$ cat src/rtl/trap_sequencer_if.sv
// Handshake bundle between the execute-stage trap decoder, the trap sequencer
// and the trap handler. master drives decoder flags and the ack; slave is the sequencer.
interface trap_sequencer_if #(
    parameter int VEC_W = 8
);
    logic             valid;
    logic             stall_in;
    logic             tagtrap;
    logic             pov_unflow;
    logic             gstrap;
    logic             trapinstr;
    logic             skip_cond_enable;
    logic             cond_true;
    logic [2:0]       trap_num;
    logic             handler_ack;
    logic             squash;
    logic             pipe_hold;
    logic             trap_req;
    logic [2:0]       trap_cause;
    logic [VEC_W-1:0] trap_vector;
    logic             skip_next;
    logic             trap_err;
    logic [7:0]       trap_count;

    modport master (
        output valid, stall_in, tagtrap, pov_unflow, gstrap, trapinstr,
               skip_cond_enable, cond_true, trap_num, handler_ack,
        input  squash, pipe_hold, trap_req, trap_cause, trap_vector,
               skip_next, trap_err, trap_count
    );

    modport slave (
        input  valid, stall_in, tagtrap, pov_unflow, gstrap, trapinstr,
               skip_cond_enable, cond_true, trap_num, handler_ack,
        output squash, pipe_hold, trap_req, trap_cause, trap_vector,
               skip_next, trap_err, trap_count
    );
endinterface

$ cat src/rtl/trap_sequencer.sv
// Prioritises execute-stage trap flags, squashes and holds the pipe, requests the
// trap handler and waits for its ack; conditional skips become a one-cycle kill.
module trap_sequencer #(
    parameter int               VEC_W        = 8,
    parameter logic [VEC_W-1:0] VEC_BASE     = 'h80,
    parameter int               DRAIN_CYCLES = 2,
    parameter int               TIMEOUT      = 64
) (
    input  logic             clk,
    input  logic             reset,
    trap_sequencer_if.slave  bus
);
    typedef enum logic [1:0] {IDLE, SQUASH, REQ, DRAIN} state_t;

    localparam logic [3:0] DRAIN_LOAD = 4'(DRAIN_CYCLES);
    localparam logic [7:0] TMO_LAST   = 8'(TIMEOUT - 1);

    state_t           state_reg, state_next;
    logic [7:0]       tmo_cnt_reg, tmo_cnt_next;
    logic [3:0]       drain_cnt_reg, drain_cnt_next;
    logic             squash_reg, squash_next;
    logic             pipe_hold_reg, pipe_hold_next;
    logic             trap_req_reg, trap_req_next;
    logic             skip_reg, skip_next;
    logic             trap_err_reg, trap_err_next;
    logic [2:0]       cause_reg, cause_next;
    logic [VEC_W-1:0] vector_reg, vector_next;
    logic [7:0]       count_reg, count_next;

    logic             sample;
    logic             trap_take;
    logic             timeout_hit;
    logic [2:0]       cause_c;
    logic [2:0]       num_sel;
    logic [5:0]       off6;
    logic [VEC_W-1:0] offset;
    logic [VEC_W-1:0] vector_c;

    assign sample = (state_reg == IDLE) && bus.valid && !bus.stall_in;

    always_comb begin
        cause_c = 3'd0;
        if (bus.tagtrap)         cause_c = 3'd1;
        else if (bus.pov_unflow) cause_c = 3'd2;
        else if (bus.gstrap)     cause_c = 3'd3;
        else if (bus.trapinstr)  cause_c = 3'd4;
    end

    assign trap_take   = sample && (cause_c != 3'd0);
    assign timeout_hit = (tmo_cnt_reg == TMO_LAST);

    // Only the trap instruction contributes its trap-number field to the vector.
    assign num_sel = (cause_c == 3'd4) ? bus.trap_num : 3'd0;
    assign off6    = {cause_c, num_sel};

    // Zero-extend (or truncate) the 6-bit offset to the vector width.
    for (genvar gi = 0; gi < VEC_W; gi++) begin : g_offset
        if (gi < 6) begin : g_bit
            assign offset[gi] = off6[gi];
        end else begin : g_zero
            assign offset[gi] = 1'b0;
        end
    end

    assign vector_c = VEC_BASE + offset;

    always_ff @(posedge clk) begin
        if (reset) state_reg <= IDLE;
        else       state_reg <= state_next;
    end

    always_comb begin
        state_next = state_reg;
        case (state_reg)
            IDLE:    if (trap_take) state_next = SQUASH;
            SQUASH:  state_next = REQ;
            REQ:     if (bus.handler_ack || timeout_hit) state_next = DRAIN;
            DRAIN:   if (drain_cnt_reg <= 4'd1) state_next = IDLE;
            default: state_next = IDLE;
        endcase
    end

    // Outputs are computed from the next state so that they come out registered.
    always_comb begin
        squash_next    = (state_next == SQUASH);
        pipe_hold_next = (state_next != IDLE);
        trap_req_next  = (state_next == REQ);
        skip_next      = sample && (cause_c == 3'd0) && bus.skip_cond_enable && bus.cond_true;
        trap_err_next  = trap_err_reg ||
                         ((state_reg == REQ) && !bus.handler_ack && timeout_hit);
        cause_next     = cause_reg;
        vector_next    = vector_reg;
        count_next     = count_reg;
        tmo_cnt_next   = tmo_cnt_reg;
        drain_cnt_next = drain_cnt_reg;
        if (trap_take) begin
            cause_next  = cause_c;
            vector_next = vector_c;
            if (count_reg != 8'hFF) count_next = count_reg + 8'd1;
        end
        case (state_reg)
            SQUASH: tmo_cnt_next = 8'd0;
            REQ: begin
                tmo_cnt_next = tmo_cnt_reg + 8'd1;
                if (bus.handler_ack || timeout_hit) drain_cnt_next = DRAIN_LOAD;
            end
            DRAIN:   drain_cnt_next = drain_cnt_reg - 4'd1;
            default: ;
        endcase
    end

    always_ff @(posedge clk) begin
        if (reset) begin
            tmo_cnt_reg   <= 8'd0;
            drain_cnt_reg <= 4'd0;
            squash_reg    <= 1'b0;
            pipe_hold_reg <= 1'b0;
            trap_req_reg  <= 1'b0;
            skip_reg      <= 1'b0;
            trap_err_reg  <= 1'b0;
            cause_reg     <= 3'd0;
            vector_reg    <= '0;
            count_reg     <= 8'd0;
        end else begin
            tmo_cnt_reg   <= tmo_cnt_next;
            drain_cnt_reg <= drain_cnt_next;
            squash_reg    <= squash_next;
            pipe_hold_reg <= pipe_hold_next;
            trap_req_reg  <= trap_req_next;
            skip_reg      <= skip_next;
            trap_err_reg  <= trap_err_next;
            cause_reg     <= cause_next;
            vector_reg    <= vector_next;
            count_reg     <= count_next;
        end
    end

    assign bus.squash      = squash_reg;
    assign bus.pipe_hold   = pipe_hold_reg;
    assign bus.trap_req    = trap_req_reg;
    assign bus.skip_next   = skip_reg;
    assign bus.trap_err    = trap_err_reg;
    assign bus.trap_cause  = cause_reg;
    assign bus.trap_vector = vector_reg;
    assign bus.trap_count  = count_reg;
endmodule

$ cat src/flat_wrapper.sv
// flat-port wrapper written by rule: the top's interface ports become plain ports
module trap_sequencer_flat 
#(
    parameter int               VEC_W        = 8,
    parameter logic [VEC_W-1:0] VEC_BASE     = 'h80,
    parameter int               DRAIN_CYCLES = 2,
    parameter int               TIMEOUT      = 64
)
  (clk, reset, bus_valid, bus_stall_in, bus_tagtrap, bus_pov_unflow, bus_gstrap, bus_trapinstr, bus_skip_cond_enable, bus_cond_true, bus_trap_num, bus_handler_ack, bus_squash, bus_pipe_hold, bus_trap_req, bus_trap_cause, bus_trap_vector, bus_skip_next, bus_trap_err, bus_trap_count);
  trap_sequencer_if #(.VEC_W(VEC_W)) bus_i ();
  input  logic clk;
  input  logic reset;
  input wire logic [$bits(bus_i.valid)-1:0] bus_valid;
  input wire logic [$bits(bus_i.stall_in)-1:0] bus_stall_in;
  input wire logic [$bits(bus_i.tagtrap)-1:0] bus_tagtrap;
  input wire logic [$bits(bus_i.pov_unflow)-1:0] bus_pov_unflow;
  input wire logic [$bits(bus_i.gstrap)-1:0] bus_gstrap;
  input wire logic [$bits(bus_i.trapinstr)-1:0] bus_trapinstr;
  input wire logic [$bits(bus_i.skip_cond_enable)-1:0] bus_skip_cond_enable;
  input wire logic [$bits(bus_i.cond_true)-1:0] bus_cond_true;
  input wire logic [$bits(bus_i.trap_num)-1:0] bus_trap_num;
  input wire logic [$bits(bus_i.handler_ack)-1:0] bus_handler_ack;
  output wire logic [$bits(bus_i.squash)-1:0] bus_squash;
  output wire logic [$bits(bus_i.pipe_hold)-1:0] bus_pipe_hold;
  output wire logic [$bits(bus_i.trap_req)-1:0] bus_trap_req;
  output wire logic [$bits(bus_i.trap_cause)-1:0] bus_trap_cause;
  output wire logic [$bits(bus_i.trap_vector)-1:0] bus_trap_vector;
  output wire logic [$bits(bus_i.skip_next)-1:0] bus_skip_next;
  output wire logic [$bits(bus_i.trap_err)-1:0] bus_trap_err;
  output wire logic [$bits(bus_i.trap_count)-1:0] bus_trap_count;
  assign bus_i.valid = bus_valid;
  assign bus_i.stall_in = bus_stall_in;
  assign bus_i.tagtrap = bus_tagtrap;
  assign bus_i.pov_unflow = bus_pov_unflow;
  assign bus_i.gstrap = bus_gstrap;
  assign bus_i.trapinstr = bus_trapinstr;
  assign bus_i.skip_cond_enable = bus_skip_cond_enable;
  assign bus_i.cond_true = bus_cond_true;
  assign bus_i.trap_num = bus_trap_num;
  assign bus_i.handler_ack = bus_handler_ack;
  assign bus_squash = bus_i.squash;
  assign bus_pipe_hold = bus_i.pipe_hold;
  assign bus_trap_req = bus_i.trap_req;
  assign bus_trap_cause = bus_i.trap_cause;
  assign bus_trap_vector = bus_i.trap_vector;
  assign bus_skip_next = bus_i.skip_next;
  assign bus_trap_err = bus_i.trap_err;
  assign bus_trap_count = bus_i.trap_count;
  trap_sequencer #(.VEC_W(VEC_W), .VEC_BASE(VEC_BASE), .DRAIN_CYCLES(DRAIN_CYCLES), .TIMEOUT(TIMEOUT)) u_core (.clk(clk), .reset(reset), .bus(bus_i));
endmodule
$ cat config.mk
export PLATFORM = sky130hd
export DESIGN_NAME = trap_sequencer_flat
export DESIGN_NICKNAME = d
export VERILOG_FILES = /design/src/rtl/trap_sequencer_if.sv /design/src/rtl/trap_sequencer.sv /design/src/flat_wrapper.sv
export SDC_FILE = /design/constraint.sdc
export NUM_CORES = 1
export LEC_CHECK = 0
export CORE_UTILIZATION = 25
export CTS_CLUSTER_SIZE = 8
export DETAILED_ROUTE_END_ITERATION = 10
export PLACE_DENSITY = 0.54
export SKIP_CTS_REPAIR_TIMING = 1
export SLEW_MARGIN = 20
export SYNTH_ARGS = -nofsm -noshare
export SYNTH_HDL_FRONTEND = slang
export SYNTH_SLANG_ARGS = --single-unit
$ cat constraint.sdc
create_clock -name clk -period 4.7 [get_ports clk]
set_clock_uncertainty 0.2 [all_clocks]
set_input_delay 0.47 -clock clk [delete_from_list [all_inputs] [get_ports clk]]
set_output_delay 0.47 -clock clk [all_outputs]
set_load 0.02 [all_outputs]
==> results of run 1 <==
==> area by class of cell <==
| class | count | area share (%) |
|---|---|---|
| multi-input combinational | 128 | 39.8 |
| tap | 75 | 4.47 |
| clock inverter | 1 | 0.238 |
| sequential | 34 | 32.4 |
| timing repair buffer | 36 | 17.2 |
| clock buffer | 7 | 4.11 |
| inverter | 10 | 1.79 |
==> path summary, 6_finish.rpt <==
| kind | start | end | slack [ns] | cells after the start |
|---|---|---|---|---|
| min | u_core.bus.trap_vector[7] | u_core.bus.trap_vector[7] | 0.28 | 2 |
| min reg2reg | u_core.bus.trap_vector[7] | u_core.bus.trap_vector[7] | 0.28 | 2 |
| max reg2reg | u_core.state_reg[0] | u_core.bus.trap_count[7] | 2.27 | 6 |
| max | u_core.state_reg[0] | u_core.bus.trap_count[7] | 2.27 | 6 |
==> synth_stat cells <==
library cell | n | share of area [%]
a2111oi_0 | 3 | 1.6
a211oi_1 | 2 | 0.94
a21o_1 | 1 | 0.47
a21oi_1 | 13 | 4.1
a22o_1 | 3 | 1.6
a41o_1 | 1 | 0.62
and3_1 | 2 | 0.78
and4_1 | 1 | 0.55
buf_4 | 4 | 1.9
clkbuf_1 | 5 | 1.2
conb_1 | 1 | 0.23
dfxtp_1 | 34 | 42
ha_1 | 7 | 5.5
inv_1 | 10 | 2.3
mux2i_1 | 3 | 1.9
nand2_1 | 8 | 1.9
nand2b_1 | 2 | 0.78
nand3_1 | 5 | 1.6
nand3b_1 | 1 | 0.47
nand4_1 | 2 | 0.78
nand4bb_1 | 2 | 1.4
nor2_1 | 25 | 5.9
nor2b_1 | 2 | 0.78
nor3_1 | 7 | 2.2
nor3b_1 | 2 | 0.94
nor4_4 | 1 | 1.3
o21ai_0 | 8 | 2.5
o311a_1 | 1 | 0.62
o31a_1 | 1 | 0.55
o31ai_1 | 4 | 1.9
o32ai_1 | 2 | 1.1
or2_2 | 1 | 0.39
or3_1 | 2 | 0.78
or3b_1 | 2 | 1.1
or3b_4 | 1 | 0.70
or4_1 | 3 | 1.4
xnor2_1 | 6 | 3.3
xor2_1 | 3 | 1.6
==> worst register-to-register path: stages (launching register included) <==
cell and delay (ns):
dfxtp_1 0.36, inv_1 0.09, ha_1 0.20, nand3b_1 0.35, or3b_4 0.52, or4_1 0.47, a21oi_1 0.15
==> power breakdown <==
group,internal (W),switching (W)
Combinational,0.000121,0.000149
Clock,0.000118,0.000104
Sequential,0.000322,0.0000256
==> per-stage QoR <==
stage / std cells / setup slack [ns] / hold slack (ns)
floorplan: 181 / 2.72 / 0.258
global placement: 283 / 1.99 / 0.263
detailed placement: 283 / 2.00 / 0.265
CTS: 291 / 2.23 / 0.289
global route: 291 / 2.09 / 0.309
finish: 291 / 2.27 / 0.282
==> routing by layer <==
| metal | track usage [%] | vias up |
|---|---|---|
| li1 | - | 708 |
| met1 | 14.1 | 610 |
| met2 | 18.8 | 20 |
| met3 | 3.11 | 6 |
| met4 | 4.21 | 0 |
| met5 | 0 | - |
==> logic make-up (layout without fill, tap and decap cells) <==
kind of cell | Yosys count | after routing | share of synthesized area, %
xor+xnor | 9 | 9 | 4.92
fa+ha+maj | 7 | 7 | 5.46
mux | 3 | 3 | 1.87
other cells | 1 | 1 | 0.234
buf+inv | 19 | 54 | 5.39
simple gates | 69 | 69 | 23.7
compound gates | 39 | 39 | 16.0
flops | 34 | 34 | 42.5
==> out/results.tsv, run 1 <==
metric	value	unit
overflow	0	
antenna_found_initial	0	
drc	0	
netlist_instances	181	
initial_core_util	26.4	%
final_common_cell	clkdlybuf4s50_1	
clock_latency	0.28	ns
worstMarginPinSlew	0.892	ns
status	finished clean	
insertedDiodeCount	0	
wl_met2	1.62	mm
grt_pass1_wl	5.84	mm
cpMaxStageDelayCell	or3b_4	
syn_to_final_growth	31.0	%
worst-path-max-fanout	13	
min_period_over_period	51.7	%
critPathBufInv	1	
utilization	34.6	%
htreeDepth	2	
worstSetupPathType	reg2reg	
fp-row-count	28	
setup_viol	0	
portBuffers	36	
die_area	0.00674	mm2
wl_met1	1.67	mm
startpoint_type	flip-flop	
worstPathRequired	4.70	ns
firstDrtPassIters	4	
yosys_warnings	0	
seq_area_frac_synth	42.5	%
dp_hpwl	2.49	mm
finalHoldViolCount	0	
min_path_type	reg2reg	
clk_pin_slew	0.07	ns
ant_nets	0	
root_buffer	clkbuf_8	
drt-wirelength-per-cell	11.9	um
synth.avg_cell_area	8.86	um2
syn-num-nets	202	
p_total	0.000839	W
slew_violations	0	
peakVddDrop	0.000169	V
synth_seq_cells	34	
cts_made_buffers	5	
p_leak	0.726	nW
final_area	0.00210	mm2
die_w	82.1	um
slew_headroom	40.3	%
die_h	82.1	um
routed_wl	3.47	mm
grt_pass1_vias	1311	
cp.arrival	2.43	ns
grt_max_degree	26	
maxClockFrequency	412	MHz
cts_sinks	34	
rsz0062_at_grt	no	
core	0.00606	mm2
final_cell_mix	clkdlybuf4s50_1 (36), dfxtp_1 (34), nor2_1 (25), a21oi_1 (13), inv_1 (10)	
layout-drive-gt1-share	4.63	%
dr_total_vias	1344	
vias_per_cell	4.62	
grt_util_all_layers	11.4	%
highest_layer	met4	
num_io_pins	38	
placed_cell_area	0.00201	mm2
maxCapViolations	0	
wl_met3	127	um
tritoncts	built	
min_period	2.43	ns
slowest_delay	0.52	ns
nets	236	
cp_top_family	simple AND/OR/NAND/NOR gates	
crit_chain	inv_1, ha_1, nand3b_1, or3b_4, or4_1, a21oi_1	
multi_input_area	836	um2
clock_path_buffers	2	
synth.cell_area	0.00160	mm2
drt-initial-drc-count	34	
place_congestion	0.696	
ff_latch_area	681	um2
cp-end-kind	flip-flop	
power_density	400	mW/mm2
tns	0	ns
yosysUniqueCellTypes	38	
n_fill_cell	641	
Note: power is estimated with default switching activity, not from simulation.
==> run 2, diff against run 1 <==
- clock period: 4.7 -> 2.46 ns (I/O delays scaled with it)
==> run 2 against run 1 <==
  * Via count up 3.1%
  * Register-to-register slack worse by 2.0 ns
  * Flip-flop and latch count unchanged
  * Cell area up 1.1%
  * Sequential power up 91%
  * Count of clock-buffer cells in the layout unchanged
  * Non-clock buffer count up 3
  * Combinational power up 94%
==> out/results.tsv, run 2 (same netlist as run 1, synthesis figures left out) <==
metric	value	unit
status	finished clean	
maxClockFrequency	467	MHz
final_common_cell	clkdlybuf4s50_1	
maxCapViolations	0	
hold_depth	2	
tns	0	ns
grt_util_all_layers	11.7	%
setup_viol	0	
tritoncts	built	
worstPathRequired	2.47	ns
die_h	82.1	um
root_buffer	clkbuf_8	
cp-end-kind	flip-flop	
place_congestion	0.710	
drt-wirelength-per-cell	12.2	um
clock_latency	0.28	ns
insertedDiodeCount	0	
worstMarginPinSlew	0.543	ns
vias_per_cell	4.71	
firstDrtPassIters	4	
min_period_over_period	87.0	%
portBuffers	36	
die_area	0.00674	mm2
layout-drive-gt1-share	5.94	%
min_path_type	reg2reg	
grt_pass1_vias	1288	
core	0.00606	mm2
antenna_found_initial	0	
grt_max_degree	13	
hold-worst-slack	0.274	ns
cts_made_buffers	5	
drc	0	
peakVddDrop	0.000340	V
htreeDepth	2	
reg2reg_depth	6	
final_cell_mix	clkdlybuf4s50_1 (36), dfxtp_1 (34), nor2_1 (25), a21oi_1 (13), inv_1 (10)	
clk_pin_slew	0.07	ns
p_leak	0.740	nW
rsz0062_at_grt	no	
final_area	0.00212	mm2
dp_hpwl	2.63	mm
min_period	2.14	ns
startpoint_type	flip-flop	
worstSetupPathType	reg2reg	
cp.arrival	2.15	ns
die_w	82.1	um
syn_to_final_growth	32.4	%
placed_cell_area	0.00203	mm2
cts_sinks	34	
drt-initial-drc-count	47	
ant_nets	0	
fp-row-count	28	
routed_wl	3.58	mm
slew_violations	0	
slew_headroom	62.8	%
power_density	759	mW/mm2
finalHoldViolCount	0	
nets	239	
num_io_pins	38	
initial_core_util	26.4	%
overflow	0	
grt_pass1_wl	5.90	mm
worst-path-max-fanout	6	
utilization	35.0	%
dr_total_vias	1385	
clock_path_buffers	2	
## run 2: changes by cell type in the layout (fill, tap and decap cells not counted)
cell / delta
buf_4: +3
## run 2: stage by stage
stage	setup WS [ns]	total power (W)	instances
6_report	0.321	0.00161	294
3_5_place_dp	0.171	0.00121	286
2_1_floorplan	0.484	0.00102	181
4_1_cts	0.317	0.00164	294
5_1_grt	0.208	0.00173	294
3_3_place_gp	0.194	0.00121	286
## run 2: path summary, 6_finish.rpt
kind / start / endpoint / slack, ns
worst max-delay path: u_core.state_reg[0] / u_core.bus.trap_count[7] / 0.32
worst min register to register: u_core.bus.trap_vector[7] / u_core.bus.trap_vector[7] / 0.27
worst min-delay path: u_core.bus.trap_vector[7] / u_core.bus.trap_vector[7] / 0.27
worst max register to register: u_core.state_reg[0] / u_core.bus.trap_count[7] / 0.32
## run 2: cell type report
class | instances | area (um2)
fillers | 642 | 3940
multi-input cells | 128 | 836
flip-flops and latches | 34 | 681
repair buffers | 39 | 383
well taps | 75 | 93.8
clock buffers | 7 | 86.3
inverters | 10 | 37.5
clock inverters | 1 | 5.00
## run 2: metal layers
metal | global-route usage [%] | share of wire, %
met1 | 14.4 | 47
met2 | 17.9 | 47
met3 | 4.78 | 4.9
met4 | 4.74 | 0.95
met5 | 0 | 0
## run 2: power breakdown
group / total [W] / internal (W) / leakage [nW] / switching (W)
sequential: 0.000664 / 0.000614 / 0.276 / 0.0000492
clock: 0.000423 / 0.000226 / 0.0482 / 0.000198
combinational: 0.000524 / 0.000236 / 0.416 / 0.000288
## run 2: worst max-delay path: stages (launching register included)
cell	delay, ns
dfxtp_1	0.36
inv_1	0.10
ha_1	0.20
nand3b_1	0.16
or3b_4	0.43
or4_1	0.47
a21oi_1	0.16
